$ cat config.mk
export PLATFORM = sky130hd
export DESIGN_NAME = fifo_wr_arbiter
export DESIGN_NICKNAME = d
export VERILOG_FILES = /design/src/rtl/fifo_pkg.sv /design/src/rtl/rr_arbiter.sv /design/src/rtl/fifo_wr_arbiter.sv
export SDC_FILE = /design/constraint.sdc
export NUM_CORES = 1
export LEC_CHECK = 0
export ABC_AREA = 1
export CORE_MARGIN = 2
export CORE_UTILIZATION = 40
export DETAILED_ROUTE_END_ITERATION = 10
export PLACE_DENSITY = 0.78
export SLEW_MARGIN = 20
export SYNTH_ARGS = -nofsm -noshare
export SYNTH_HDL_FRONTEND = slang
export SYNTH_SLANG_ARGS = --single-unit
export TNS_END_PERCENT = 100
$ cat constraint.sdc
create_clock -name wclk -period 2.8 [get_ports wclk]
set_input_delay 0.42 -clock wclk [delete_from_list [all_inputs] [get_ports wclk]]
set_output_delay 0.42 -clock wclk [all_outputs]
set_load 0.01 [all_outputs]
$ cat src/rtl/fifo_pkg.sv
// Shared sizing helpers for the round-robin write-arbitrated FIFO controller.
package fifo_pkg;

  // Pointers carry one extra bit so full and empty are distinguishable.
  function automatic int ptr_width(input int addrsize);
    return addrsize + 1;
  endfunction

  function automatic int idx_width(input int nreq);
    return (nreq <= 1) ? 1 : $clog2(nreq);
  endfunction

endpackage

$ cat src/rtl/rr_arbiter.sv
// Round-robin arbiter: searches from the producer after the last winner and
// grants the first requester, remembering the winner for the next search.
module rr_arbiter
  import fifo_pkg::*;
#(
  parameter int NREQ = 4,
  parameter int IW   = idx_width(NREQ)
) (
  input  logic            clk,
  input  logic            rst,
  input  logic            en,
  input  logic [NREQ-1:0] req,
  output logic [NREQ-1:0] gnt
);

  logic [IW-1:0] last_q, last_d;
  logic [IW-1:0] win_idx;
  logic [IW:0]   cand;
  logic          found;

  // NOTE: every signal written here gets a default first, otherwise a path
  // that skips the assignment would infer a latch.
  always_comb begin
    cand    = '0;
    found   = 1'b0;
    win_idx = '0;
    for (int i = 1; i <= NREQ; i++) begin
      cand = {1'b0, last_q} + (IW+1)'(i);
      if (cand >= (IW+1)'(NREQ)) cand = cand - (IW+1)'(NREQ);
      if (!found && req[cand[IW-1:0]]) begin
        found   = 1'b1;
        win_idx = cand[IW-1:0];
      end
    end
  end

  always_comb begin
    gnt    = '0;
    last_d = last_q;
    if (en && found) begin
      gnt[win_idx] = 1'b1;
      last_d       = win_idx;
    end
  end

  // Reset to the highest index so producer 0 is searched first.
  always_ff @(posedge clk) begin
    // NOTE: sequential state uses non-blocking assignments so every flop
    // samples the pre-edge values, independent of block ordering.
    if (rst) last_q <= IW'(NREQ - 1);
    else     last_q <= last_d;
  end

endmodule

$ cat src/rtl/fifo_wr_arbiter.sv
// Single-clock FIFO controller sharing one fifomem write port among NREQ
// producers by round-robin arbitration, with a pop/empty consumer side.
module fifo_wr_arbiter
  import fifo_pkg::*;
#(
  parameter int DATASIZE     = 8,
  parameter int ADDRSIZE     = 4,
  parameter int NREQ         = 4,
  parameter int AFULL_MARGIN = 2
) (
  input  logic                     wclk,
  input  logic                     wrst,
  input  logic [NREQ-1:0]          req,
  input  logic [NREQ*DATASIZE-1:0] req_data,
  output logic [NREQ-1:0]          gnt,
  input  logic                     pop,
  output logic [DATASIZE-1:0]      rdata,
  output logic                     empty,
  output logic                     full,
  output logic                     almost_full,
  output logic [ADDRSIZE:0]        count,
  output logic                     underflow,
  output logic [ADDRSIZE-1:0]      mem_waddr,
  output logic [ADDRSIZE-1:0]      mem_raddr,
  output logic [DATASIZE-1:0]      mem_wdata,
  output logic                     mem_wclken,
  output logic                     mem_wfull,
  input  logic [DATASIZE-1:0]      mem_rdata
);

  localparam int PW    = ptr_width(ADDRSIZE);
  localparam int DEPTH = 1 << ADDRSIZE;

  logic [PW-1:0] wptr_q, wptr_d;
  logic [PW-1:0] rptr_q, rptr_d;
  logic          underflow_q, underflow_d;
  logic          push;

  rr_arbiter #(.NREQ(NREQ)) u_arb (
    .clk (wclk),
    .rst (wrst),
    .en  (!full && !wrst),
    .req (req),
    .gnt (gnt)
  );

  assign push  = |gnt;
  assign empty = (wptr_q == rptr_q);
  assign full  = (wptr_q[PW-1] != rptr_q[PW-1]) &&
                 (wptr_q[ADDRSIZE-1:0] == rptr_q[ADDRSIZE-1:0]);
  assign count = wptr_q - rptr_q;
  assign almost_full = (PW'(DEPTH) - count) <= PW'(AFULL_MARGIN);
  assign underflow   = underflow_q;

  assign mem_waddr  = wptr_q[ADDRSIZE-1:0];
  assign mem_raddr  = rptr_q[ADDRSIZE-1:0];
  assign mem_wclken = push;
  assign mem_wfull  = full;
  assign rdata      = mem_rdata;

  // Grant is one-hot, so OR-ing the gated slices selects the winner's data.
  always_comb begin
    mem_wdata = '0;
    for (int i = 0; i < NREQ; i++) begin
      if (gnt[i]) mem_wdata = mem_wdata | req_data[i*DATASIZE +: DATASIZE];
    end
  end

  always_comb begin
    wptr_d      = wptr_q;
    rptr_d      = rptr_q;
    underflow_d = underflow_q;
    if (push) wptr_d = wptr_q + PW'(1);
    if (pop) begin
      if (empty) underflow_d = 1'b1;
      else       rptr_d      = rptr_q + PW'(1);
    end
  end

  always_ff @(posedge wclk) begin
    if (wrst) begin
      wptr_q      <= '0;
      rptr_q      <= '0;
      underflow_q <= 1'b0;
    end else begin
      wptr_q      <= wptr_d;
      rptr_q      <= rptr_d;
      underflow_q <= underflow_d;
    end
  end

endmodule

* Word level (Yosys, flattened, before mapping)
Cells that the tools add are included.
** Storage, ports and cells
- Register bits :: 13
- Bits of input ports :: 47
- Output and inout port bits :: 39
- Logic and storage cells :: 76
** Cells by class
- Mux-type cells :: 27
- Order comparisons :: 11
- Reduce and logical (&&, ||, !) cells :: 15
- Add/sub/neg operators :: 12
- Bitwise operators :: 4
- Eq/ne operators :: 3
** Operators by type and width (count)
- 8-bit 2-to-1 mux :: 4
- 8-bit bitwise OR :: 3
- 2-bit 2-to-1 mux :: 8
- 2-bit by 3-bit < comparator with 1-bit output (second input constant) :: 5
- 3-bit greater-or-equal comparator (second input constant) :: 4
- 5-bit by 1-bit adder with 5-bit output (second input constant) :: 2
- 1-bit 2-to-1 mux :: 9
- 1-bit binary-select mux with 2-bit select :: 4
- 2-bit by 1-bit subtractor with 2-bit output (second input constant) :: 4
- 1-bit logical AND :: 7
- 2-bit by 2-bit adder with 3-bit output (second input constant) :: 2
- 5-bit == test :: 1
- 5-bit by 2-bit less-or-equal comparator with 1-bit output (second input constant) :: 1
- 1-bit logical NOT :: 5
- 5-bit subtractor :: 1
- 5-bit subtractor (first input constant) :: 1
- 4-bit == test :: 1
- 4-bit 2-to-1 mux :: 1
- 2-bit AND reduction :: 2
- 4-bit OR reduction :: 1
- 2-bit by 1-bit adder with 3-bit output (second input constant) :: 1
- 2-bit by 3-bit adder with 3-bit output (second input constant) :: 1
- 1-bit demux with 2-bit select :: 1
- 2-bit by 1-bit greater-or-equal comparator with 1-bit output (second input constant) :: 1
- other kinds (2) :: 2

* Logic depth before layout (Yosys ltp)
- Depth after elaboration :: 27
- Gate-level depth with buffers :: 16
- Gate-level depth less buffers :: 14

* Modules after synthesis
A second synthesis with hierarchy kept.
** Second synthesis, totals
- Cell total of the unflattened synthesis :: 250
- Area total of the unflattened synthesis :: 1560.2 µm²
** By module, submodules not included
- fifo_wr_arbiter :: area each 1148.6 µm², cells an instance 178, sequential area each 220.2 µm², times used 1
- rr_arbiter :: area each 411.6 µm², cells an instance 72, sequential area each 40.0 µm², times used 1

* Worst setup path before layout
OpenSTA, ideal clock, no wires.
- Kind :: register to output
- Start :: reg wptr_q[0]
- End :: out almost_full
- Data required time :: 2.380 ns
- Arrival :: 1.908 ns
- Cell stages (with the launch flop) :: 11
- Slack :: 0.472 ns
- Path buffers :: 0
- Cell sequence :: dfxtp_1 -> inv_1 -> ha_1 -> inv_1 -> fa_1 -> inv_1 -> ha_1 -> nand2_1 -> nor3_1 -> nand2_1 -> a21oi_1
** Between the ends
- Cells in the longest elaborated chain, start to end :: 3
** Ends and longest elaborated chain
- start: declaration :: RTL line fifo_wr_arbiter.sv:34 : logic [PW-1:0] wptr_q, wptr_d;
- start signal: assignment :: RTL line fifo_wr_arbiter.sv:86 : wptr_q <= wptr_d;
- 5-bit subtractor :: RTL line fifo_wr_arbiter.sv:51 : assign count = wptr_q - rptr_q;
- via count[1] :: RTL line fifo_wr_arbiter.sv:21 : output logic [ADDRSIZE:0] count,
- 5-bit subtractor :: RTL line fifo_wr_arbiter.sv:52 : assign almost_full = (PW'(DEPTH) - count) <= PW'(AFULL_MARGIN);
- 5-bit by 2-bit less-or-equal comparator with 1-bit output :: RTL line fifo_wr_arbiter.sv:52
- end: declaration :: RTL line fifo_wr_arbiter.sv:20 : output logic almost_full,
The timed path passes the listed nets, and every way through them passes these cells.

* Worst setup path after layout
- Start :: reg rptr_q[2]
- End :: out mem_wdata[4]
** Between the ends
- Cells in the longest elaborated chain, start to end :: 13
** Ends and longest elaborated chain
- start: declaration :: RTL line fifo_wr_arbiter.sv:35 : logic [PW-1:0] rptr_q, rptr_d;
- start signal: assignment :: RTL line fifo_wr_arbiter.sv:87 : rptr_q <= rptr_d;
- 4-bit == test * :: RTL line fifo_wr_arbiter.sv:50 : (wptr_q[ADDRSIZE-1:0] == rptr_q[ADDRSIZE-1:0]);
- 1-bit logical AND * :: RTL line fifo_wr_arbiter.sv:49 : assign full = (wptr_q[PW-1] != rptr_q[PW-1]) &&
- 1-bit logical NOT * :: RTL line fifo_wr_arbiter.sv:42 : .en (!full && !wrst),
- 1-bit logical AND * :: RTL line fifo_wr_arbiter.sv:42
- 1-bit logical AND * :: RTL line rr_arbiter.sv:40 : if (en && found) begin
- 4-bit 2-to-1 mux * :: RTL line rr_arbiter.sv:40
- 8-bit 2-to-1 mux :: RTL line fifo_wr_arbiter.sv:65 : if (gnt[i]) mem_wdata = mem_wdata | req_data[i*DATASIZE +: DATASIZE];
- 8-bit bitwise OR :: RTL line fifo_wr_arbiter.sv:65
- 8-bit 2-to-1 mux :: RTL line fifo_wr_arbiter.sv:65
- 8-bit bitwise OR :: RTL line fifo_wr_arbiter.sv:65
- 8-bit 2-to-1 mux :: RTL line fifo_wr_arbiter.sv:65
- 8-bit bitwise OR :: RTL line fifo_wr_arbiter.sv:65
- 8-bit 2-to-1 mux * :: RTL line fifo_wr_arbiter.sv:65
- end: declaration :: RTL line fifo_wr_arbiter.sv:25 : output logic [DATASIZE-1:0] mem_wdata,
Mark *: on every way between the ends. The rest lies on a longest branch, timed or not.

==> impl_metrics.tcl <==
set metrics [dict create \
    max_slew_margin 0.818 \
    multi_input_comb_area_sq_um 1020 \
    synth-simple-area-share 0.444 \
    async_reset_ff_frac 0 \
    cts_sinks 13 \
    synth_enable_flop_cells 0 \
    finalNetCount 397 \
    place.port_buffers 69 \
    synth_top_flop_cell "dfxtp_1" \
    timing.final.max_slew_violations 0 \
    timing.critical_path.arrival_ns 2.30 \
    syn-num-nets 325 \
    critical_path.endpoint_type "primary output" \
    route.antenna.remaining_nets 0 \
    combPwrFrac 0.845 \
    critical_path_peak_fanout 5 \
    hold-path-endpoint "underflow" \
    cell_int_power_mw 1.51 \
    holdCritStartpoint "underflow" \
    hold_class "reg2reg" \
    syn_area_sq_um 1650 \
    r2r_endpoint "rptr_q[4]" \
    crit_path_launch_type "register" \
    cts-hold-fix-buffers 0 \
    areaGrowthSynthToFinish_pct 50.4 \
    timing.critical_path.max_delay_family "simple AND/OR/NAND/NOR gates" \
    synthXorXnorAreaFrac 0.0213 \
    synth.lib_cells_used.distinct 30 \
    cts_max_path_buffers 2 \
    hpwlAfterDp_mm 3.43 \
    start_util 0.415 \
    synth_compound_area_frac 0.0676 \
    drt_pre_antenna_iters 4 \
    path_clk_slew_ns 0.06 \
    layout.cells.most_common "nand2_1" \
    n_antenna_cell 0 \
    post_syn_area_per_cell_sq_um 6.12 \
    post_drt_via_cell_ratio 4.82 \
    routed_wire_length_per_instance_um 11.4 \
    cap_violations 0 \
    post_synthesis_register_bit_count 13 \
    netSwitchingFraction 0.506 \
    gpl.final_weighted_congestion 0.845 \
    final_cell_mix "nand2_1 (61), clkdlybuf4s50_1 (52), inv_1 (38)" \
    buf_inv_on_cp 5 \
    slowest_delay_ns 0.37 \
    clock.fmax_ghz 0.368 \
    cts_made_buffers 3 \
    timing.setup.critical_path_class "reg2out" \
    detailedRoute.firstIterationViolations 70 \
    final_count_of_hold_timing_violations 0 \
    core-area_sq_um 3970 \
    vias 1881 \
    number_of_global_route_vias_before_repair 1660 \
    synthMuxAreaShare 0 \
    yosysSeqAreaShare 0.158 \
    antenna_found_initial 0 \
    outcome "finished, final reports clean" \
    cpMaxStageDelayCell "dfxtp_1" \
    leakage_nw 1.27 \
    top_level_ports 86 \
    cp.required_ns 2.38 \
    cts-root-buf "clkbuf_8" \
    r2r-start "rptr_q[2]" \
    timing.clock.skew_ns 0.00420 \
    timing_worst_slew_pin_value_ns 0.272 \
    grt_use_total 0.188 \
    fp.dieH_um 68.2 \
    setup.reg_to_reg.worst_slack_ns 0.86 \
    cells_after_synthesis 269 \
    worstPathCellList "inv_1 > ha_1 > nand4_1 > nor2_2 > nor2_2 > nand2_4 > nor2_4 > buf_4 > buf_4 > nand3_1 > nand2_1 > inv_1 > nand2_1 > clkdlybuf4s15_2" \
    routed_wirelength_mm 4.46 \
    fin_worst_setup_slack_ns 0.0816 \
    timing.hold.ws_ns 0.471 \
    max-vdd-ir-drop_v 0.000657 \
    seq_power_share 0.100 \
    post-route-period-util 0.971 \
    setup_viol 0 \
    drt_drc_violations_left 0 \
    worst_path_depth 14 \
    final.fill_count 382 \
    latest_clock_arrival_within_the_worst_skew_pair_ns 0.25 \
    hold_depth 2 \
    fp.dieArea_sq_um 4650 \
    yosys.area_share.adder 0.0729 \
    grt_pass1_wl_mm 6.89 \
    floorplan.rows 23 \
    drive_above_1_share 0.188 \
    r2r_cells 10 \
    pre_cts_slack_ns -0.217 \
    globalRouteOverflowTotal 0 \
    clock_tree_from_tritoncts "built" \
    layout.area.seq_sq_um 268 \
    min_period_ns 2.72 \
    dominant_combinational_cell_family_by_area_after_synthesis "simple AND/OR/NAND/NOR gates" \
    ctsHtreeMaxLevel 1 \
    share_clk_of_total_power 0.056 \
    switching_power_mw 1.55 \
    grt_setup_unrepaired "yes" \
    pwr_density_cell_nw_per_um2 1240 \
    yosys_warns 0 \
    grt_start_max_net_pins 18 \
    dieWidth_um 68.2 \
]
## power by group through the flow
stage                     logic (mW)  clock network (mW)  registers, mW
after global routing            2.86               0.183          0.316
after global placement          2.49                   0          0.298
after CTS                       2.53               0.172          0.297
after detailed placement        2.53                   0          0.300
final                           2.59               0.170          0.305
after floorplan                 1.60                   0          0.286
## sequential cells by signal, summed over array words and instances (netlist names)
name and cells:
underflow 1, u_arb.last_q 2, rptr_q 5, wptr_q 5
## final cells by class
cell class	count	area share
Multi-Input combinational cell	183	0.413
Timing Repair Buffer	95	0.363
Sequential cell	13	0.108
Inverter	45	0.0723
Tap cell	50	0.0253
Clock buffer	4	0.0182
## stage by stage
stage / cells / setup TNS (ns) / total power, mW / utilization / cell area [sq um]
after CTS: 388 / -0.268 / 3.00 / 0.612 / 2430
after global routing: 390 / -0.0989 / 3.36 / 0.624 / 2480
after floorplan: 269 / 0 / 1.88 / - / 1650
final: 390 / 0 / 3.06 / 0.624 / 2480
after detailed placement: 382 / -2.03 / 2.83 / 0.595 / 2360
after global placement: 382 / -1.73 / 2.79 / 0.595 / 2360
## worst reg2reg max path, stage by stage (launching register included)
cell and delay [ns]:
dfxtp_1 0.37, inv_1 0.07, ha_1 0.29, nand4_1 0.17
or2_2 0.34, nand2_1 0.14, inv_1 0.10, nand3_1 0.10
nor2_1 0.07, a21oi_1 0.12, o21a_1 0.12
## routing by layer
metal	vias to the layer above	wire [um]	track usage
met5	-	0	0
met4	0	48	0.0650
met1	839	1970	0.239
met2	41	2280	0.325
met3	7	157	0.0230
li1	994	-	-
## worst max-delay path by stage
stage,startpoint,to
finish,rptr_q[2],mem_wdata[4]
global route,rptr_q[3],mem_wdata[4]
CTS,req[3],mem_wdata[2]
detailed placement,req[2],mem_wdata[3]
global placement,req[3],mem_wdata[2]
floorplan,wptr_q[0],almost_full
## synth_stat cells, types with 2 or more instances
| cell type | instances | area share |
|---|---|---|
| nor3_1 | 5 | 0.015 |
| buf_2 | 4 | 0.012 |
| nand2_2 | 7 | 0.027 |
| a21oi_1 | 12 | 0.036 |
| nand4_1 | 27 | 0.10 |
| inv_2 | 5 | 0.011 |
| nand3_1 | 22 | 0.067 |
| nor2_1 | 13 | 0.030 |
| dfxtp_1 | 13 | 0.16 |
| xor2_1 | 3 | 0.016 |
| ha_1 | 8 | 0.061 |
| o21ai_0 | 6 | 0.018 |
| nand2_4 | 2 | 0.014 |
| nor2_4 | 2 | 0.014 |
| buf_4 | 20 | 0.091 |
| buf_6 | 4 | 0.027 |
| inv_1 | 38 | 0.087 |
| nand2_1 | 66 | 0.15 |
## kinds of logic (layout without fill, tap and decap cells)
family                     count (synthesis)  in the layout
xor gates and xnor gates                   4              4
buffers and inverters                     73            144
DFF                                       13             13
AOI/OAI and AO/OA                         21             21
adders and majority gates                  9              9
and+or+nand+nor                          149            149
## what timing repair did
item | 4_1_cts | 5_1_grt
setup buffers | 2 | 2
pin swaps | 0 | 5
endpoints found under the setup margin | 13 | 13
gates resized for setup | 21 | 23
endpoints found under the hold margin | 0 | 0
Note: power is estimated with default switching activity, not from simulation.
